## config.mk

```make
export PLATFORM = sky130hd
export DESIGN_NAME = alu_sequencer_flat
export DESIGN_NICKNAME = d
export VERILOG_FILES = /design/src/rtl/alu_sequencer_if.sv /design/src/rtl/alu_sequencer.sv /design/src/flat_wrapper.sv
export SDC_FILE = /design/constraint.sdc
export NUM_CORES = 1
export LEC_CHECK = 0
export ABC_AREA = 1
export ABC_CLOCK_PERIOD_IN_PS = 1500
export BUFFER_PORTS_ARGS = -buffer_cell sky130_fd_sc_hd__buf_4
export CAP_MARGIN = 20
export CORE_ASPECT_RATIO = 0.7
export CORE_MARGIN = 2
export CORE_UTILIZATION = 42
export CTS_BUF_LIST = sky130_fd_sc_hd__clkbuf_2 sky130_fd_sc_hd__clkbuf_4 sky130_fd_sc_hd__clkbuf_8
export CTS_CLUSTER_DIAMETER = 80
export DETAILED_ROUTE_END_ITERATION = 12
export GPL_ROUTABILITY_DRIVEN = 0
export PLACE_DENSITY = 0.84
export SLEW_MARGIN = 30
export SYNTH_ARGS = -nofsm -noshare
export SYNTH_HDL_FRONTEND = slang
export SYNTH_SLANG_ARGS = --single-unit
```

## constraint.sdc

```tcl
create_clock -name clk -period 1.5 [get_ports clk]
set_input_delay 0.075 -clock clk [delete_from_list [all_inputs] [get_ports clk]]
set_output_delay 0.075 -clock clk [all_outputs]
set_load 0.03 [all_outputs]
```

## src/rtl/alu_sequencer_if.sv

```systemverilog
// ----------------------------------------------------------------------------
// alu_sequencer_if
// Request/response bundle between the control unit and the ALU sequencer.
//
//   Request side  : in_valid, in_ready, in_opcode[4:0], in_ra[31:0],
//                   in_rb[31:0], in_brn
//   Response side : out_valid, out_ready, z_hi[31:0], z_lo[31:0]
//
// Modports:
//   master - the control unit (drives requests, consumes results)
//   slave  - the sequencer   (accepts requests, produces results)
// ----------------------------------------------------------------------------
interface alu_sequencer_if;
    logic        in_valid;
    logic        in_ready;
    logic [4:0]  in_opcode;
    logic [31:0] in_ra;
    logic [31:0] in_rb;
    logic        in_brn;
    logic        out_valid;
    logic        out_ready;
    logic [31:0] z_hi;
    logic [31:0] z_lo;

    modport master (
        output in_valid, in_opcode, in_ra, in_rb, in_brn, out_ready,
        input  in_ready, out_valid, z_hi, z_lo
    );

    modport slave (
        input  in_valid, in_opcode, in_ra, in_rb, in_brn, out_ready,
        output in_ready, out_valid, z_hi, z_lo
    );
endinterface

```

## src/rtl/alu_sequencer.sv

```systemverilog
// ----------------------------------------------------------------------------
// alu_sequencer
// Multi-cycle controller in front of a combinational 32-bit ALU. Accepts one
// operation at a time, drives registered opcode/operands/branch flag into the
// ALU, holds them for an opcode-dependent settle time, then captures the
// 64-bit ALU result into the Z pair and offers it on a valid/ready handshake.
//
// Ports:
//   clk          system clock, rising edge
//   clr          synchronous active-high reset (priority over everything)
//   bus          alu_sequencer_if.slave (request in, result out)
//   alu_opcode   registered opcode to the ALU   (reset 5'b11001 = nop)
//   alu_ra/rb    registered operands to the ALU (reset 0)
//   alu_brn      registered branch flag to ALU  (reset 0)
//   alu_rc       64-bit ALU result
//   halted       sticky, set once a halt opcode retires; cleared by clr
//   illegal_op   (ALU_SEQ_ILLEGAL_TRAP_EN only) high while an undefined
//                opcode (11011..11111) sits in DONE
//
// Build option:
//   ALU_SEQ_ILLEGAL_TRAP_EN - undefined opcodes bypass EXEC, leave Z as is
//                             and flag illegal_op. Undefined: they run the
//                             normal BASE_LAT path and capture alu_rc.
// ----------------------------------------------------------------------------
module alu_sequencer #(
    parameter int MUL_LAT  = 4,
    parameter int DIV_LAT  = 34,
    parameter int BASE_LAT = 1
) (
    input  logic             clk,
    input  logic             clr,
    alu_sequencer_if.slave   bus,
    output logic [4:0]       alu_opcode,
    output logic [31:0]      alu_ra,
    output logic [31:0]      alu_rb,
    output logic             alu_brn,
    input  logic [63:0]      alu_rc,
`ifdef ALU_SEQ_ILLEGAL_TRAP_EN
    output logic             illegal_op,
`endif
    output logic             halted
);

    localparam logic [4:0] OP_MUL      = 5'b01110;
    localparam logic [4:0] OP_DIV      = 5'b01111;
    localparam logic [4:0] OP_NOP      = 5'b11001;
    localparam logic [4:0] OP_HALT     = 5'b11010;
`ifdef ALU_SEQ_ILLEGAL_TRAP_EN
    localparam logic [4:0] OP_UNDEF_LO = 5'b11011;
`endif

    localparam int MAX_LAT_MD = (MUL_LAT > DIV_LAT) ? MUL_LAT : DIV_LAT;
    localparam int MAX_LAT    = (MAX_LAT_MD > BASE_LAT) ? MAX_LAT_MD : BASE_LAT;
    // Counter only ever holds lat-1, so clog2(MAX_LAT) bits are enough.
    localparam int CNT_W      = (MAX_LAT > 1) ? $clog2(MAX_LAT) : 1;

    typedef enum logic [1:0] {
        S_IDLE = 2'd0,
        S_EXEC = 2'd1,
        S_DONE = 2'd2,
        S_HALT = 2'd3
    } state_t;

    // Settle count loaded on accept: EXEC lasts exactly lat cycles.
    function automatic logic [CNT_W-1:0] settle_count(input logic [4:0] op);
        logic [CNT_W-1:0] c;
        case (op)
            OP_MUL:  c = CNT_W'(MUL_LAT - 1);
            OP_DIV:  c = CNT_W'(DIV_LAT - 1);
            default: c = CNT_W'(BASE_LAT - 1);
        endcase
        return c;
    endfunction

    state_t           state_q,     state_d;
    logic [CNT_W-1:0] cnt_q,       cnt_d;
    logic [4:0]       op_q,        op_d;
    logic [31:0]      ra_q,        ra_d;
    logic [31:0]      rb_q,        rb_d;
    logic             brn_q,       brn_d;
    logic [63:0]      z_q,         z_d;
    logic             in_ready_q,  in_ready_d;
    logic             out_valid_q, out_valid_d;
    logic             halted_q,    halted_d;
`ifdef ALU_SEQ_ILLEGAL_TRAP_EN
    logic             illegal_q,   illegal_d;
`endif

    // Next-state and next-output logic; every register holds unless changed.
    always_comb begin
        state_d     = state_q;
        cnt_d       = cnt_q;
        op_d        = op_q;
        ra_d        = ra_q;
        rb_d        = rb_q;
        brn_d       = brn_q;
        z_d         = z_q;
        in_ready_d  = in_ready_q;
        out_valid_d = out_valid_q;
        halted_d    = halted_q;
`ifdef ALU_SEQ_ILLEGAL_TRAP_EN
        illegal_d   = illegal_q;
`endif
        case (state_q)
            S_IDLE: begin
                if (bus.in_valid) begin
                    op_d       = bus.in_opcode;
                    ra_d       = bus.in_ra;
                    rb_d       = bus.in_rb;
                    brn_d      = bus.in_brn;
                    cnt_d      = settle_count(bus.in_opcode);
                    in_ready_d = 1'b0;
`ifdef ALU_SEQ_ILLEGAL_TRAP_EN
                    // Undefined opcodes never touch the ALU result path.
                    if (bus.in_opcode >= OP_UNDEF_LO) begin
                        state_d     = S_DONE;
                        out_valid_d = 1'b1;
                        illegal_d   = 1'b1;
                    end else begin
                        state_d     = S_EXEC;
                    end
`else
                    state_d    = S_EXEC;
`endif
                end else begin
                    state_d = S_IDLE;
                end
            end

            S_EXEC: begin
                if (cnt_q == {CNT_W{1'b0}}) begin
                    if (op_q == OP_HALT) begin
                        state_d  = S_HALT;
                        halted_d = 1'b1;
                    end else begin
                        state_d     = S_DONE;
                        out_valid_d = 1'b1;
                        // nop retires through DONE but keeps the old Z.
                        if (op_q != OP_NOP) begin
                            z_d = alu_rc;
                        end else begin
                            z_d = z_q;
                        end
                    end
                end else begin
                    cnt_d = cnt_q - CNT_W'(1);
                end
            end

            S_DONE: begin
                if (bus.out_ready) begin
                    state_d     = S_IDLE;
                    out_valid_d = 1'b0;
                    in_ready_d  = 1'b1;
`ifdef ALU_SEQ_ILLEGAL_TRAP_EN
                    illegal_d   = 1'b0;
`endif
                end else begin
                    state_d = S_DONE;
                end
            end

            S_HALT: begin
                state_d = S_HALT;
            end

            default: begin
                state_d     = S_IDLE;
                in_ready_d  = 1'b1;
                out_valid_d = 1'b0;
            end
        endcase
    end

    // State and datapath registers; clr returns everything to reset values.
    always_ff @(posedge clk) begin
        if (clr) begin
            state_q     <= S_IDLE;
            cnt_q       <= {CNT_W{1'b0}};
            op_q        <= OP_NOP;
            ra_q        <= 32'd0;
            rb_q        <= 32'd0;
            brn_q       <= 1'b0;
            z_q         <= 64'd0;
            in_ready_q  <= 1'b1;
            out_valid_q <= 1'b0;
            halted_q    <= 1'b0;
`ifdef ALU_SEQ_ILLEGAL_TRAP_EN
            illegal_q   <= 1'b0;
`endif
        end else begin
            state_q     <= state_d;
            cnt_q       <= cnt_d;
            op_q        <= op_d;
            ra_q        <= ra_d;
            rb_q        <= rb_d;
            brn_q       <= brn_d;
            z_q         <= z_d;
            in_ready_q  <= in_ready_d;
            out_valid_q <= out_valid_d;
            halted_q    <= halted_d;
`ifdef ALU_SEQ_ILLEGAL_TRAP_EN
            illegal_q   <= illegal_d;
`endif
        end
    end

    assign bus.in_ready  = in_ready_q;
    assign bus.out_valid = out_valid_q;
    assign bus.z_hi      = z_q[63:32];
    assign bus.z_lo      = z_q[31:0];
    assign alu_opcode    = op_q;
    assign alu_ra        = ra_q;
    assign alu_rb        = rb_q;
    assign alu_brn       = brn_q;
    assign halted        = halted_q;
`ifdef ALU_SEQ_ILLEGAL_TRAP_EN
    assign illegal_op    = illegal_q;
`endif

endmodule

```

## src/flat_wrapper.sv

```systemverilog
// flat-port wrapper written by rule: the top's interface ports become plain ports
module alu_sequencer_flat 
#(
    parameter int MUL_LAT  = 4,
    parameter int DIV_LAT  = 34,
    parameter int BASE_LAT = 1
)
  (clk, clr, alu_opcode, alu_ra, alu_rb, alu_brn, alu_rc, halted, bus_in_valid, bus_in_opcode, bus_in_ra, bus_in_rb, bus_in_brn, bus_out_ready, bus_in_ready, bus_out_valid, bus_z_hi, bus_z_lo);
  alu_sequencer_if bus_i ();
  input  logic clk;
  input  logic clr;
  output logic [4:0] alu_opcode;
  output logic [31:0] alu_ra;
  output logic [31:0] alu_rb;
  output logic alu_brn;
  input  logic [63:0] alu_rc;
  output logic halted;
  input wire logic [$bits(bus_i.in_valid)-1:0] bus_in_valid;
  input wire logic [$bits(bus_i.in_opcode)-1:0] bus_in_opcode;
  input wire logic [$bits(bus_i.in_ra)-1:0] bus_in_ra;
  input wire logic [$bits(bus_i.in_rb)-1:0] bus_in_rb;
  input wire logic [$bits(bus_i.in_brn)-1:0] bus_in_brn;
  input wire logic [$bits(bus_i.out_ready)-1:0] bus_out_ready;
  output wire logic [$bits(bus_i.in_ready)-1:0] bus_in_ready;
  output wire logic [$bits(bus_i.out_valid)-1:0] bus_out_valid;
  output wire logic [$bits(bus_i.z_hi)-1:0] bus_z_hi;
  output wire logic [$bits(bus_i.z_lo)-1:0] bus_z_lo;
  assign bus_i.in_valid = bus_in_valid;
  assign bus_i.in_opcode = bus_in_opcode;
  assign bus_i.in_ra = bus_in_ra;
  assign bus_i.in_rb = bus_in_rb;
  assign bus_i.in_brn = bus_in_brn;
  assign bus_i.out_ready = bus_out_ready;
  assign bus_in_ready = bus_i.in_ready;
  assign bus_out_valid = bus_i.out_valid;
  assign bus_z_hi = bus_i.z_hi;
  assign bus_z_lo = bus_i.z_lo;
  alu_sequencer #(.MUL_LAT(MUL_LAT), .DIV_LAT(DIV_LAT), .BASE_LAT(BASE_LAT)) u_core (.clk(clk), .clr(clr), .bus(bus_i), .alu_opcode(alu_opcode), .alu_ra(alu_ra), .alu_rb(alu_rb), .alu_brn(alu_brn), .alu_rc(alu_rc), .halted(halted));
endmodule
```

==> summary.txt, run 1 <==
Timing
  – Post-route worst setup slack: -0.0382 ns
  – Max Transition Viols Final: 0
  – Relative slew slack: 0.729
  – RSZ-0062 raised after global routing: yes
  – Final period demand of the worst path: 1.54 ns
  – Setup tns final: -0.108 ns
  – Final cycle utilization of the critical path: 1.03
  – Count of final setup violators: 6
  – Layout Skew: 0.0197 ns
  – Maximum frequency from static timing analysis: 650 MHz
  – Number of endpoints with negative hold slack in the final report: 0
  – Slew at the pin closest to its max-slew limit: 0.406 ns

Floorplan
  – Core area: 12500 um^2
  – Row count: 34
  – Horizontal die dimension: 139 um
  – Number of ports placed on the die boundary: 275
  – Total Die Area: 13700 um^2
  – Starting Density: 0.431
  – Die height: 98.6 um

Power
  – Internal Dissipation: 7.57 mW
  – Relative contribution of sequential cells to total power: 0.390
  – Gate power share: 0.356
  – Lkg Pwr: 4.40 nW
  – Switching part of the total power: 0.374
  – Share of total power in the clock network: 0.254
  – Net load switching power: 4.52 mW
  – Overall power after layout: 12.1 mW
  – Maximum vdd drop: 0.000934 V
  – Power density over cell area: 1260 nW/um^2

Route
  – DRC violations left: 0
  – Wire length per cell after detailed routing: 17.5 um
  – Pre-antenna DRT Iters: 5
  – Vias per cell: 5.07
  – Vias: 6403
  – Routed WL: 22000 um
  – Initial detailed-routing violation count: 402
  – Remaining antenna violation count after routing: 0

Final layout
  – Antenna diodes: 0
  – NumNets Final: 1227
  – Area taken by multi-input logic gates: 2230 um^2
  – Fill cell instance count of the final layout: 737
  – Most common library cell in the layout ignoring fill and taps: buf_4
  – Area growth from synthesis to layout: 78.9%
  – Commonest cells after routing, fill and taps aside: 284 x buf_4, 241 x nor2_1, 138 x dfxtp_1
  – Final std cell area, no fill: 9600 um^2
  – Sequential cell area: 2910 um^2
  – Proportion of layout cells with a drive suffix above 1: 0.358

Clock tree
  – Clock latency on the worst-skew pair: 0.44 ns
  – H-tree level count: 4
  – TritonCTS clock tree: done
  – Total clock sinks: 145
  – Maximum clock insertion buffer count: 2
  – Cell chosen for the clock root: clkbuf_8
  – Clock transition time at the flip-flop clock pins of the worst setup and hold paths: 0.09 ns
  – Number of buffers created by CTS: 17

Yosys
  – Post-Synthesis Mean Instance Area: 7.96 um^2
  – Largest cells by area after synthesis: dfxtp_1 54%, nor2_1 18%, o21ai_0 13%
  – Syn Nets: 814
  – Synthesized netlist cell count: 674
  – Combined area of all synthesized cells: 5370 um^2
  – Share of the yosys chip area belonging to registers: 0.541
  – Cell type contributing the most total cell area after synthesis: dfxtp_1
  – Number of synthesis warnings: 0
  – Area fraction of the dominant cell type after synthesis: 0.541
  – Count of different cell masters after synthesis: 26
  – Synth Register Bits: 145

Worst setup path
  – R2R cell count: 8
  – Critical path startpoint: u_core.cnt_q[1]$_SDFFE_PP0P_
  – Type of element capturing the critical path: flip-flop
  – Worst path required time: 1.82 ns
  – Critical path start-end classification: flip-flop to flip-flop
  – Arrival time of the worst setup path: 1.86 ns
  – Kind of start point of the critical path: flip-flop
  – Register-to-register setup slack: -0.04 ns
  – Worst reg2reg endpoint: u_core.z_q[43]$_SDFFE_PP0P_
  – Largest fanout on the critical path: 27
  – Capturing element of the worst setup path: u_core.z_q[43]$_SDFFE_PP0P_
  – Launch point of the worst reg-to-reg path: u_core.cnt_q[1]$_SDFFE_PP0P_

Job
  – # Max-Cap Violations: 0

Global routing
  – Pin count of the biggest net entering global routing: 100
  – Global-route wire length before repair: 32700 um
  – Vias in the first global route: 6572
  – Initial antenna violation count: 0
  – Total global routing overflow: 0
  – Overall routing resource usage: 0.301

Min path
  – Min-Delay Startpoint: bus_in_valid
  – Classification of the worst-slack hold path: primary input to flip-flop

Outcome
  – Status: finished, violations left
  – Violated checks: setup timing

Placed design
  – Port Buf Inserts: 274
  – Area of placed instances: 7600 um^2
  – Detail Placement HPWL: 11500 um
==> metrics by stage <==
stage	worst slack, ns	hold slack (ns)	util	instances
floorplan	0.0167	0.144	-	674
global placement	0.0365	0.321	0.609	1086
detailed placement	-0.0105	0.329	0.609	1086
CTS	0.0232	0.150	0.750	1254
global route	-0.0873	0.171	0.770	1262
finish	-0.0382	0.173	0.770	1262
==> registers in the layout, summed over array words and instances (netlist names) <==
register and count:
u_core.alu_brn 1, u_core.alu_opcode 5, u_core.alu_ra 32, u_core.alu_rb 32, u_core.bus.in_ready 1, u_core.bus.out_valid 1
u_core.cnt_q 6, u_core.halted 1, u_core.state_q 2, u_core.z_q 64
==> power by group through the flow <==
| stage | clock [mW] | sequential [mW] | combinational, mW |
|---|---|---|---|
| 3_3_place_gp | 0 | 4.73 | 3.54 |
| 2_1_floorplan | 0 | 5.67 | 1.28 |
| 6_report | 3.08 | 4.71 | 4.30 |
| 5_1_grt | 3.29 | 4.77 | 4.55 |
| 3_5_place_dp | 0 | 4.75 | 3.60 |
| 4_1_cts | 3.09 | 4.66 | 3.90 |
==> cell type report <==
type / instances / share of cell area
inverters: 16 / 0.00665
flip-flops and latches: 145 / 0.303
repair buffers: 436 / 0.396
multi-input cells: 471 / 0.232
clock buffers: 18 / 0.0258
well taps: 162 / 0.0211
clock inverters: 14 / 0.0149
==> synth_stat cells (all sizes together) <==
cell type / n
inv: 16
nor2: 277
nand2: 23
buf: 21
o211ai: 4
nand3: 10
nand4: 1
nor3: 1
o21ai: 136
dfxtp: 145
and2: 1
clkbuf: 22
xor2: 2
nand3b: 2
a21oi: 11
ha: 2
==> critical path, cell delays in order, from the launching register on <==
cell,delay (ns)
dfxtp_2,0.33
inv_2,0.07
ha_4,0.14
nand3_4,0.09
a21oi_4,0.21
nand2_4,0.12
clkbuf_16,0.22
o21ai_2,0.18
nor2_1,0.07
==> kinds of logic after synthesis <==
group,after synthesis,synth area share
adders and majority gates,2,0.00466
buffers and inverters,59,0.0625
AOI/OAI and AO/OA,151,0.145
DFF,145,0.541
xor gates and xnor gates,2,0.00326
and+or+nand+nor,315,0.244
==> per-layer routing <==
metal,part of all wire,global-route usage
met2,0.50,0.532
met3,0.088,0.0943
met5,0,0
met4,0.047,0.161
met1,0.37,0.325
==> timing repair <==
action | 4_1_cts | 5_1_grt
cloned | 0 | 8
gates resized for setup | 1 | 82
pin swaps | 0 | 37
buffers inserted | 0 | 0
hold endpoints to repair | 143 | 0
endpoints found under the setup margin | 1 | 72
hold buffers | 136 | 0
==> worst min-delay path by stage <==
stage               depth (start not counted)  slack, ns                                end
floorplan                                   1       0.14       u_core.cnt_q[1]$_SDFFE_PP0P_
global placement                            2       0.32         u_core.halted$_SDFFE_PP0P_
detailed placement                          2       0.33       u_core.cnt_q[5]$_SDFFE_PP0P_
CTS                                         5       0.15  u_core.alu_opcode[2]$_SDFFE_PP0P_
global route                                5       0.17  u_core.alu_opcode[2]$_SDFFE_PP0P_
finish                                      5       0.17  u_core.alu_opcode[2]$_SDFFE_PP0P_
(Power assumes the default switching activity.)
==> run 2: changes to the inputs <==
==> constraint.sdc (replaced) <==
create_clock -name clk -period 1.5 [get_ports clk]
set_input_delay 0.075 -clock clk [delete_from_list [all_inputs] [get_ports clk]]
set_output_delay 0.075 -clock clk [all_outputs]
set_load 0.1 [all_outputs]
==> run 2 against run 1 <==
  * The flow now finishes without violations
  * First-iteration DRC count is 35% lower
  * Routed wire length down 6.1%
  * Via count fell by 1.7%
  * Core utilization shrank 0.46 points
  * Sequential power about the same
  * Final cell count fell by 0.24%
  * Clock skew up 0.0044 ns
  * Setup slack better by 0.047 ns
  * Critical path type unchanged
  * Critical endpoint is now u_core.z_q[37]$_SDFFE_PP0P_
  * Largest cell class unchanged
==> summary.txt, run 2 (synthesized netlist as in run 1, its figures left out) <==
Timing
  – Count of final setup violators: 0
  – Final cycle utilization of the critical path: 0.994
  – Slew at the pin closest to its max-slew limit: 0.295 ns
  – Max Transition Viols Final: 0
  – Maximum frequency from static timing analysis: 671 MHz
  – Worst hold margin: 0.0775 ns
  – RSZ-0062 raised after global routing: yes
  – Number of endpoints with negative hold slack in the final report: 0
  – Final period demand of the worst path: 1.49 ns
  – Setup tns final: 0 ns
  – Layout Skew: 0.0241 ns
  – Relative slew slack: 0.802

Worst setup path
  – Type of element capturing the critical path: flip-flop
  – Critical path start-end classification: flip-flop to flip-flop
  – Critical path's largest stage delay: 0.33 ns
  – Largest fanout on the critical path: 42
  – Worst path required time: 1.81 ns
  – Kind of start point of the critical path: flip-flop
  – Register-to-register setup slack: 0.009 ns
  – R2R cell count: 8
  – Cell breakdown of the critical path: inv_2 > ha_4 > nand3_4 > a21oi_4 > nand2_2 > buf_12 > o21ai_0 > nor2_1
  – Arrival time of the worst setup path: 1.80 ns
  – Critical path's slowest cell: dfxtp_2

Global routing
  – Vias in the first global route: 6466
  – Total global routing overflow: 0
  – Global-route wire length before repair: 32400 um
  – Overall routing resource usage: 0.296
  – Pin count of the biggest net entering global routing: 79
  – Initial antenna violation count: 0

Final layout
  – Final std cell area, no fill: 9540 um^2
  – Largest register FFs: 64
  – Area growth from synthesis to layout: 77.8%
  – Most common library cell in the layout ignoring fill and taps: buf_4
  – Non-filler instance count after layout: 1259
  – Proportion of layout cells with a drive suffix above 1: 0.348
  – Commonest cells after routing, fill and taps aside: 285 x buf_4, 248 x nor2_1, 136 x dlygate4sd3_1, 136 x dfxtp_1, 129 x o21ai_0
  – Register with the most flip-flops: u_core.z_q
  – Antenna diodes: 0
  – NumNets Final: 1224

Outcome
  – Status: complete, no violations

Route
  – Routed WL: 20700 um
  – Vias: 6295
  – Pre-antenna DRT Iters: 4
  – Wire length per cell after detailed routing: 16.4 um
  – DRC violations left: 0
  – Remaining antenna violation count after routing: 0
  – Vias per cell: 5.00
  – Initial detailed-routing violation count: 262

Placed design
  – Detail Placement HPWL: 11300 um
  – Area of placed instances: 7630 um^2
  – Port Buf Inserts: 274
  – Count of placed standard cells including taps: 1085

Clock tree
  – Total clock sinks: 145
  – Clock transition time at the flip-flop clock pins of the worst setup and hold paths: 0.09 ns
  – H-tree level count: 4
  – Maximum clock insertion buffer count: 2
  – Cell chosen for the clock root: clkbuf_8
  – Number of buffers created by CTS: 17
  – Clock latency on the worst-skew pair: 0.44 ns
  – TritonCTS clock tree: done

Floorplan
  – Total Die Area: 13700 um^2
  – Core area: 12500 um^2
  – Horizontal die dimension: 139 um
  – Row count: 34
  – Starting Density: 0.431
  – Die height: 98.6 um
  – Number of ports placed on the die boundary: 275

Min path
  – Worst hold path stage count: 4
  – Classification of the worst-slack hold path: primary input to flip-flop

Power
  – Lkg Pwr: 4.38 nW
  – Power density over cell area: 1540 nW/um^2
  – Maximum vdd drop: 0.00101 V
  – Overall power after layout: 14.7 mW

Job
  – # Max-Cap Violations: 0
-- run 2: changes by cell type in the layout (fill, tap and decap cells not counted), sizes merged --
cell      before  now
inv           22   20
buf          295  296
bufinv         1    3
and2           2    1
clkinvlp       2    1
clkbuf        23   20
clkinv         5    6
-- run 2: worst paths after layout --
path	end	from
setup / recovery	u_core.z_q[37]$_SDFFE_PP0P_	u_core.cnt_q[1]$_SDFFE_PP0P_
hold / removal	u_core.bus.in_ready$_SDFFE_PP1P_	bus_in_valid
setup reg to reg	u_core.z_q[37]$_SDFFE_PP0P_	u_core.cnt_q[1]$_SDFFE_PP0P_
hold reg to reg	u_core.bus.out_valid$_SDFFE_PP0P_	u_core.bus.out_valid$_SDFFE_PP0P_
-- run 2: area by class of cell --
class / count / area [um^2]
well taps: 162 / 203
repair buffers: 434 / 3760
fillers: 781 / 2920
clock buffers: 18 / 241
inverters: 16 / 66.3
flip-flops and latches: 145 / 2930
multi-input cells: 470 / 2170
clock inverters: 14 / 178
-- run 2: repair_timing --
action,4_1_cts,5_1_grt
gates resized for setup,0,25
setup buffers,0,4
hold buffers,136,0
endpoints found under the hold margin,143,0
endpoints found under the setup margin,0,88
-- run 2: routing by layer --
metal	routed length (um)	share of wire	track usage	up-vias
met3	1640	0.079	0.0870	70
met5	0	0	0	-
met1	7930	0.38	0.327	2929
met2	10300	0.50	0.521	312
li1	-	-	-	2984
met4	850	0.041	0.152	0
-- run 2: report_power, final --
part	internal [mW]	leakage (nW)	switching, mW	total (mW)
registers	4.37	1.19	0.342	4.71
logic	1.73	2.98	4.93	6.66
clock network	1.69	0.212	1.59	3.29
total	7.79	4.38	6.86	14.7
-- run 2: metrics by stage --
step	util	setup slack (ns)
6_report	0.766	0.00877
5_1_grt	0.766	-0.0545
4_1_cts	0.755	0.00438
3_5_place_dp	0.612	0.0153
3_3_place_gp	0.612	0.0921
2_1_floorplan	-	-0.0942
-- run 2: worst max-delay path: cells and delay by family (launching register included) --
| kind | cells | cell delay [ns] |
|---|---|---|
| buffers and inverters | 2 | 0.25 |
| adders and majority gates | 1 | 0.14 |
| and+or+nand+nor | 3 | 0.30 |
| AOI/OAI and AO/OA | 2 | 0.35 |
| DFF | 1 | 0.33 |
